<file path="src/rtl/pwm_s8.sv">
// Instruction-driven 8-bit PWM generator with a prescaler and a shadowed duty.
// Duty changes reach the output only at a period boundary, which keeps the pulse glitch-free.
module pwm_s8 #(
  parameter int DIV_WIDTH = 8
) (
  input  logic        clock,
  input  logic        reset,
  input  logic [11:0] inst,
  input  logic        inst_en,
  input  logic [7:0]  data_in,
  output logic        pwm,
  output logic        period_done,
  output logic        error
);

  localparam logic [3:0] OP_NOP = 4'h0;
  localparam logic [3:0] OP_LDD = 4'h1;
  localparam logic [3:0] OP_LDX = 4'h2;
  localparam logic [3:0] OP_LDP = 4'h3;
  localparam logic [3:0] OP_RUN = 4'h4;
  localparam logic [3:0] OP_STP = 4'h5;

  typedef enum logic [1:0] {
    ST_RESET = 2'd0,
    ST_STOP  = 2'd1,
    ST_RUN   = 2'd2,
    ST_ERROR = 2'd3
  } state_t;

  state_t               state;
  logic [7:0]           duty;
  logic [7:0]           duty_act;
  logic [DIV_WIDTH-1:0] presc;
  logic [DIV_WIDTH-1:0] pcnt;
  logic [7:0]           cnt;

  logic [3:0]           code;
  logic [7:0]           imm;
  logic [DIV_WIDTH-1:0] imm_ext;
  logic                 tick;
  logic                 wrap;

  assign code = inst_en ? inst[11:8] : OP_NOP;
  assign imm  = inst[7:0];

  // Immediate is zero-extended or truncated to the prescaler width.
  for (genvar gi = 0; gi < DIV_WIDTH; gi++) begin : g_imm_ext
    if (gi < 8) begin : g_bit
      assign imm_ext[gi] = imm[gi];
    end else begin : g_zero
      assign imm_ext[gi] = 1'b0;
    end
  end

  assign tick = (pcnt == presc);
  assign wrap = tick && (cnt == 8'hFF);

  assign pwm         = (state == ST_RUN) && (cnt < duty_act);
  assign period_done = (state == ST_RUN) && wrap;
  assign error       = (state == ST_ERROR);

  always_ff @(posedge clock) begin
    if (reset) begin
      state    <= ST_RESET;
      duty     <= '0;
      duty_act <= '0;
      presc    <= '0;
      pcnt     <= '0;
      cnt      <= '0;
    end else begin
      case (state)
        ST_RESET: begin
          state    <= ST_STOP;
          duty     <= '0;
          duty_act <= '0;
          presc    <= '0;
          pcnt     <= '0;
          cnt      <= '0;
        end

        ST_STOP: begin
          pcnt     <= '0;
          cnt      <= '0;
          duty_act <= duty;
          case (code)
            OP_NOP, OP_STP: ;
            OP_LDD: duty  <= imm;
            OP_LDX: duty  <= data_in;
            OP_LDP: presc <= imm_ext;
            OP_RUN: state <= ST_RUN;
            default: begin
              state    <= ST_ERROR;
              duty     <= '0;
              duty_act <= '0;
              presc    <= '0;
            end
          endcase
        end

        ST_RUN: begin
          if (tick) begin
            pcnt <= '0;
            cnt  <= cnt + 8'd1;
            if (cnt == 8'hFF) duty_act <= duty;
          end else begin
            pcnt <= pcnt + DIV_WIDTH'(1);
          end
          // Instruction effects below override the counter update where they collide.
          case (code)
            OP_NOP, OP_RUN: ;
            OP_LDD: duty  <= imm;
            OP_LDX: duty  <= data_in;
            OP_LDP: presc <= imm_ext;
            OP_STP: begin
              state <= ST_STOP;
              pcnt  <= '0;
              cnt   <= '0;
            end
            default: begin
              state    <= ST_ERROR;
              duty     <= '0;
              duty_act <= '0;
              presc    <= '0;
              pcnt     <= '0;
              cnt      <= '0;
            end
          endcase
        end

        default: begin
          state    <= ST_ERROR;
          duty     <= '0;
          duty_act <= '0;
          presc    <= '0;
          pcnt     <= '0;
          cnt      <= '0;
        end
      endcase
    end
  end

endmodule

</file>
<file path="config.mk">
export PLATFORM = sky130hd
export DESIGN_NAME = pwm_s8
export DESIGN_NICKNAME = d
export VERILOG_FILES = /design/src/rtl/pwm_s8.sv
export SDC_FILE = /design/constraint.sdc
export NUM_CORES = 1
export LEC_CHECK = 0
export BUFFER_PORTS_ARGS = -buffer_cell sky130_fd_sc_hd__buf_2
export CAP_MARGIN = 25
export CORE_MARGIN = 2
export CORE_UTILIZATION = 40
export CTS_CLUSTER_DIAMETER = 100
export DETAILED_ROUTE_END_ITERATION = 7
export HOLD_SLACK_MARGIN = 0.08
export PLACE_DENSITY_LB_ADDON = 0.2
export SETUP_SLACK_MARGIN = 0.5
export SYNTH_ARGS = -nofsm -noshare
export SYNTH_HDL_FRONTEND = slang
export SYNTH_SLANG_ARGS = --single-unit
</file>
<file path="constraint.sdc">
create_clock -name clock -period 2.6 [get_ports clock]
set_clock_uncertainty 0.05 [all_clocks]
set_input_delay 0.26 -clock clock [delete_from_list [all_inputs] [get_ports clock]]
set_output_delay 0.26 -clock clock [all_outputs]
set_load 0.03 [all_outputs]
</file>
==> impl_metrics.json, run 1 <==
{
  "path_max_fanout": 4,
  "cts_buffers": 5,
  "initial_utilization_pct": 42.1,
  "dieWidth_um": 78.0,
  "postRouteWirelength_mm": 4.43,
  "rows": 26,
  "synth_seq_cells": 42,
  "synth.distinct_cells": 45,
  "pin_count": 26,
  "grt_pass1_vias": 1707,
  "clkSinkCount": 42,
  "multi_input_area_mm2": 0.00129,
  "syn_inst": 239,
  "drc": 0,
  "rrSetupSlack_ns": 0.74,
  "synth_seq_area_share_pct": 38.4,
  "outcome": "finished clean",
  "crit_type": "reg2out",
  "syn-num-nets": 275,
  "worst_pin_slew_ns": 0.728,
  "fp.dieArea_mm2": 0.00608,
  "fp.dieH_um": 78.0,
  "final.period_utilization_pct": 77.5,
  "setup_tns_ns": 0,
  "max-cap-violations": 0,
  "power_mw": 1.52,
  "antenna_left": 0,
  "worstPathArrival_ns": 1.71,
  "core-area_mm2": 0.00520,
  "synth-edff-count": 0,
  "grt_pass1_wl_mm": 7.87,
  "drt_iter0_drc": 60,
  "ir_worst_vdd_uv": 300,
  "setup_violations": 0,
  "placedCellCount": 326,
  "grt_use_total_pct": 16.3,
  "cts-root-buf": "clkbuf_8",
  "fillers": 521,
  "final_hold_viol_count": 0,
  "grt_max_degree": 17,
  "ff_latch_area_um2": 850,
  "cts.hold.buffers_added": 0,
  "postSynthAreaPerCell_um2": 9.16,
  "numPortBuffers": 25,
  "ys.flop_type": "dfxtp_1",
  "tritoncts": "yes",
  "instances_no_fill": 337,
  "cp-start-kind": "register",
  "clk_path_buf_depth": 2,
  "viasPerCell": 5.07,
  "gp_congestion": 0.815,
  "final_nets": 302,
  "drtPass1Iterations": 4,
  "power.density_mw_per_mm2": 597,
  "synthArstFlopShare_pct": 0,
  "gr-total-overflow": 0,
  "wl_per_cell_um": 13.2,
  "vias": 1708,
  "rsz0062_at_grt": "yes",
  "area_delta_synth_final_pct": 15.9,
  "htree_num_levels": 2,
  "dp_hpwl_mm": 3.35,
  "insertion_delay_ns": 0.29,
  "cts.clk_slew.worst_paths_ns": 0.09,
  "p_leak_nw": 0.884,
  "max_freq_mhz": 496,
  "slew_violations": 0,
  "drive_gt1_share_pct": 25.8,
  "diodes": 0,
  "crit_required_ns": 2.29,
  "hp-class": "in2reg",
  "yosysWarnings": 0,
  "fin_crit_ns": 2.02,
  "syn_area_mm2": 0.00219,
  "slew_headroom_pct": 51.0,
  "antenna_found_initial": 0,
  "end_kind": "primary output"
}
==> path summary, 6_finish.rpt <==
check / startpoint / to / depth (start not counted)
max: cnt[1] / pwm / 6
min: reset / state[1] / 2
max reg2reg: pcnt[5] / duty_act[3] / 6
min reg2reg: duty[7] / duty_act[7] / 2
==> per-stage QoR <==
step / hold slack [ns] / area, µm² / setup WS, ns / utilization [%]
after floorplan: 0.283 / 2190 / 0.782 / -
after global placement: 0.402 / 2370 / 0.819 / 45.6
after detailed placement: 0.401 / 2370 / 0.785 / 45.6
after CTS: 0.127 / 2490 / 0.503 / 47.8
after global routing: 0.124 / 2540 / 0.489 / 48.8
final: 0.124 / 2540 / 0.585 / 48.8
==> routing by layer <==
layer	GRT usage, %	up-vias	routed length (µm)
met3	3.14	6	126
met5	0	-	0
met2	26.2	25	2040
li1	-	899	-
met1	21.6	778	2200
met4	6.14	0	74
==> critical path, cell delays in order, from the launching register on <==
cell	delay (ns)
dfxtp_2	0.38
ha_4	0.21
a21o_1	0.18
a211oi_2	0.20
nor3_2	0.06
a211oi_2	0.19
buf_4	0.19
==> synthesized netlist by cell type (3+ instances only) <==
master / number / area (µm²)
dfxtp_1: 42 / 841
nor2_1: 40 / 150
nand2_1: 15 / 56.3
xnor2_1: 15 / 131
ha_1: 13 / 163
nand3_1: 13 / 65.1
inv_1: 12 / 45.0
a222oi_1: 8 / 80.1
a22oi_1: 8 / 60.1
o21ai_2: 8 / 70.1
clkbuf_1: 7 / 26.3
nor4_1: 5 / 31.3
a211oi_1: 4 / 30.0
nand4_1: 4 / 25.0
nor3_1: 4 / 20.0
o21ai_1: 3 / 15.0
xor2_1: 3 / 26.3
==> layout by cell type (no fill, tap or decap), types with 4 or more instances in the layout <==
cell type,n
a222oi_1,8
a22oi_1,8
buf_2,24
buf_4,5
clkbuf_8,5
dfxtp_1,35
dfxtp_2,7
ha_1,12
inv_1,11
nand2_1,15
nand3_1,13
nand4_1,4
nor2_1,40
nor4_1,5
o21ai_2,8
xnor2_1,15
==> state kept, by name (all words and copies together) (netlist names) <==
| name | cells |
|---|---|
| state | 2 |
| cnt | 8 |
| presc | 8 |
| duty | 8 |
| duty_act | 8 |
| pcnt | 8 |
==> repair_timing <==
action / 4_1_cts / 5_1_grt
setup buffers: 0 / 3
gates cloned: 0 / 0
hold endpoints to repair: 0 / 0
pin swaps: 0 / 6
setup endpoints to repair: 1 / 2
resized for setup: 2 / 11
==> cell type report <==
type	instances	area share (%)
clock buffers	7	3.01
clock inverters	1	1.18
inverters	13	1.92
multi-input cells	175	50.7
flip-flops and latches	42	33.5
well taps	70	3.45
repair buffers	29	6.21
==> cell families after synthesis <==
logic type,Yosys count,synth area share [%]
and+or+nand+nor,98,22.9
DFF,42,38.4
AOI/OAI and AO/OA,41,15.5
xor gates and xnor gates,22,11.2
buffers and inverters,22,4.17
adders and majority gates,13,7.43
muxes,1,0.457
==> power by group <==
group          total, mW  leakage, nW  internal [mW]  switching [mW]
Combinational      0.321        0.489          0.113           0.208
Sequential         0.685        0.342          0.665          0.0194
Clock              0.509       0.0524          0.288           0.222
Power figures use the tool's default switching activity.
==> inputs of run 2 (changes only) <==
Clock period 2.6 ns to 1.6 ns, I/O delays scaled along.
==> run 2 against run 1 <==
The flow now finishes with violations (negative setup slack); cell count is 12% higher; worst setup slack got worse by 0.85 ns; final area grew 37%; total power up 120%; critical path type unchanged.
==> impl_metrics.json, run 2 (synthesis results as in run 1) <==
{
  "max-cap-violations": 0,
  "final_nets": 343,
  "gr-total-overflow": 0,
  "drive_gt1_share_pct": 57.1,
  "setup_violations": 10,
  "startpoint": "duty_act[1]",
  "place_ws_ns": -0.0512,
  "initial_utilization_pct": 42.1,
  "drc": 0,
  "rows": 26,
  "diodes": 0,
  "drt_iter0_drc": 61,
  "crit_required_ns": 1.39,
  "r2r-start": "pcnt[3]",
  "worst_pin_slew_ns": 0.846,
  "layout_common_cells": "dfxtp_1 (23), buf_2 (21), buf_4 (21), nor2_4 (20), nor2_1 (17)",
  "wl_per_cell_um": 15.9,
  "final_hold_viol_count": 0,
  "grt_max_degree": 15,
  "worst_slack_ns": -0.265,
  "tritoncts": "yes",
  "slew_violations": 0,
  "fp.dieArea_mm2": 0.00608,
  "antenna_left": 0,
  "rsz0062_at_grt": "yes",
  "clkSinkCount": 42,
  "rrSetupSlack_ns": -0.11,
  "cts_buffers": 5,
  "path_max_fanout": 2,
  "end_kind": "primary output",
  "area_delta_synth_final_pct": 59.3,
  "insertion_delay_ns": 0.29,
  "hp-class": "in2reg",
  "post-route-util_pct": 67.0,
  "numPortBuffers": 25,
  "slew_headroom_pct": 43.4,
  "worstPathArrival_ns": 1.66,
  "cts.clk_slew.worst_paths_ns": 0.08,
  "dieWidth_um": 78.0,
  "viasPerCell": 5.34,
  "ir_worst_vdd_uv": 1020,
  "power.density_mw_per_mm2": 937,
  "grt_use_total_pct": 20.7,
  "min-delay-start": "data_in[1]",
  "grt_pass1_vias": 2070,
  "clk_path_buf_depth": 2,
  "crit_type": "reg2out",
  "reg2reg_depth": 6,
  "gp_congestion": 0.791,
  "drtPass1Iterations": 4,
  "cts-root-buf": "clkbuf_8",
  "core-area_mm2": 0.00520,
  "final.period_utilization_pct": 117,
  "max_freq_mhz": 536,
  "instances_no_fill": 378,
  "pin_count": 26,
  "hold_ws_ns": 0.115,
  "fin_crit_ns": 1.87,
  "r2r_end": "duty_act[1]",
  "grt_pass1_wl_mm": 9.92,
  "antenna_found_initial": 0,
  "postRouteWirelength_mm": 6.01,
  "cp-endpoint": "pwm",
  "htree_num_levels": 2,
  "cp-start-kind": "register",
  "layout_commonest_cell": "dfxtp_1",
  "outcome": "complete, but fails checks",
  "placedCellCount": 345,
  "fp.dieH_um": 78.0,
  "p_leak_nw": 1.18,
  "dp_hpwl_mm": 3.63,
  "vias": 2017,
  "violations": "negative setup slack"
}
run 2: changes by cell type in the layout (fill, tap and decap cells not counted), sizes merged:
cell         delta
bufinv          -1
o41a            +1
dlygate4sd3     +8
buf            +31
inv             +1
clkbuf          -1
clkinv          +2
run 2: through the flow:
step	cell area (µm²)	power, mW	TNS [ns]
2_1_floorplan	2420	1.65	-0.457
3_3_place_gp	2660	1.73	-0.0657
3_5_place_dp	2660	1.73	-0.234
4_1_cts	3250	2.97	-1.41
5_1_grt	3490	3.44	-1.95
6_report	3490	3.27	-1.11
run 2: how the worst min path moves through the flow:
stage | slack [ns] | cells after the start | end
2_1_floorplan | 0.18 | 1 | state[1]
3_3_place_gp | 0.33 | 2 | state[1]
3_5_place_dp | 0.32 | 2 | state[1]
4_1_cts | 0.08 | 3 | presc[0]
5_1_grt | 0.12 | 3 | duty[1]
6_report | 0.12 | 3 | duty[1]
run 2: worst max-delay path, cell delays in order, from the launching register on:
cell      delay, ns
dfxtp_2        0.34
inv_2          0.04
ha_4           0.22
a21o_1         0.16
a211oi_2       0.21
nor3_2         0.07
a211oi_2       0.14
buf_4          0.19
run 2: timing repair:
action	4_1_cts	5_1_grt
cloned	2	0
resized for setup	60	53
buffers inserted	13	2
endpoints found under the hold margin	9	0
pin swaps	39	24
hold buffers	8	0
setup endpoints to repair	45	45
run 2: per-layer routing:
metal | vias up | routed length [µm] | track usage, %
met2 | 42 | 3140 | 35.9
met1 | 980 | 2590 | 26.4
met3 | 10 | 174 | 3.72
met4 | 0 | 93 | 5.61
li1 | 985 | - | -
met5 | - | 0 | 0
run 2: area by class of cell:
| cell class | count | area (µm²) |
|---|---|---|
| Clock buffer | 5 | 68.8 |
| Clock inverter | 3 | 20.0 |
| Fill cell | 397 | 1720 |
| Inverter | 13 | 56.3 |
| Multi-Input combinational cell | 176 | 1780 |
| Sequential cell | 42 | 875 |
| Tap cell | 70 | 87.6 |
| Timing Repair Buffer | 69 | 601 |
run 2: power breakdown:
group | internal (mW) | total [mW] | switching, mW | leakage [nW]
sequential | 1.09 | 1.13 | 0.0452 | 0.349
combinational | 0.695 | 1.45 | 0.750 | 0.785
clock | 0.308 | 0.692 | 0.384 | 0.0484
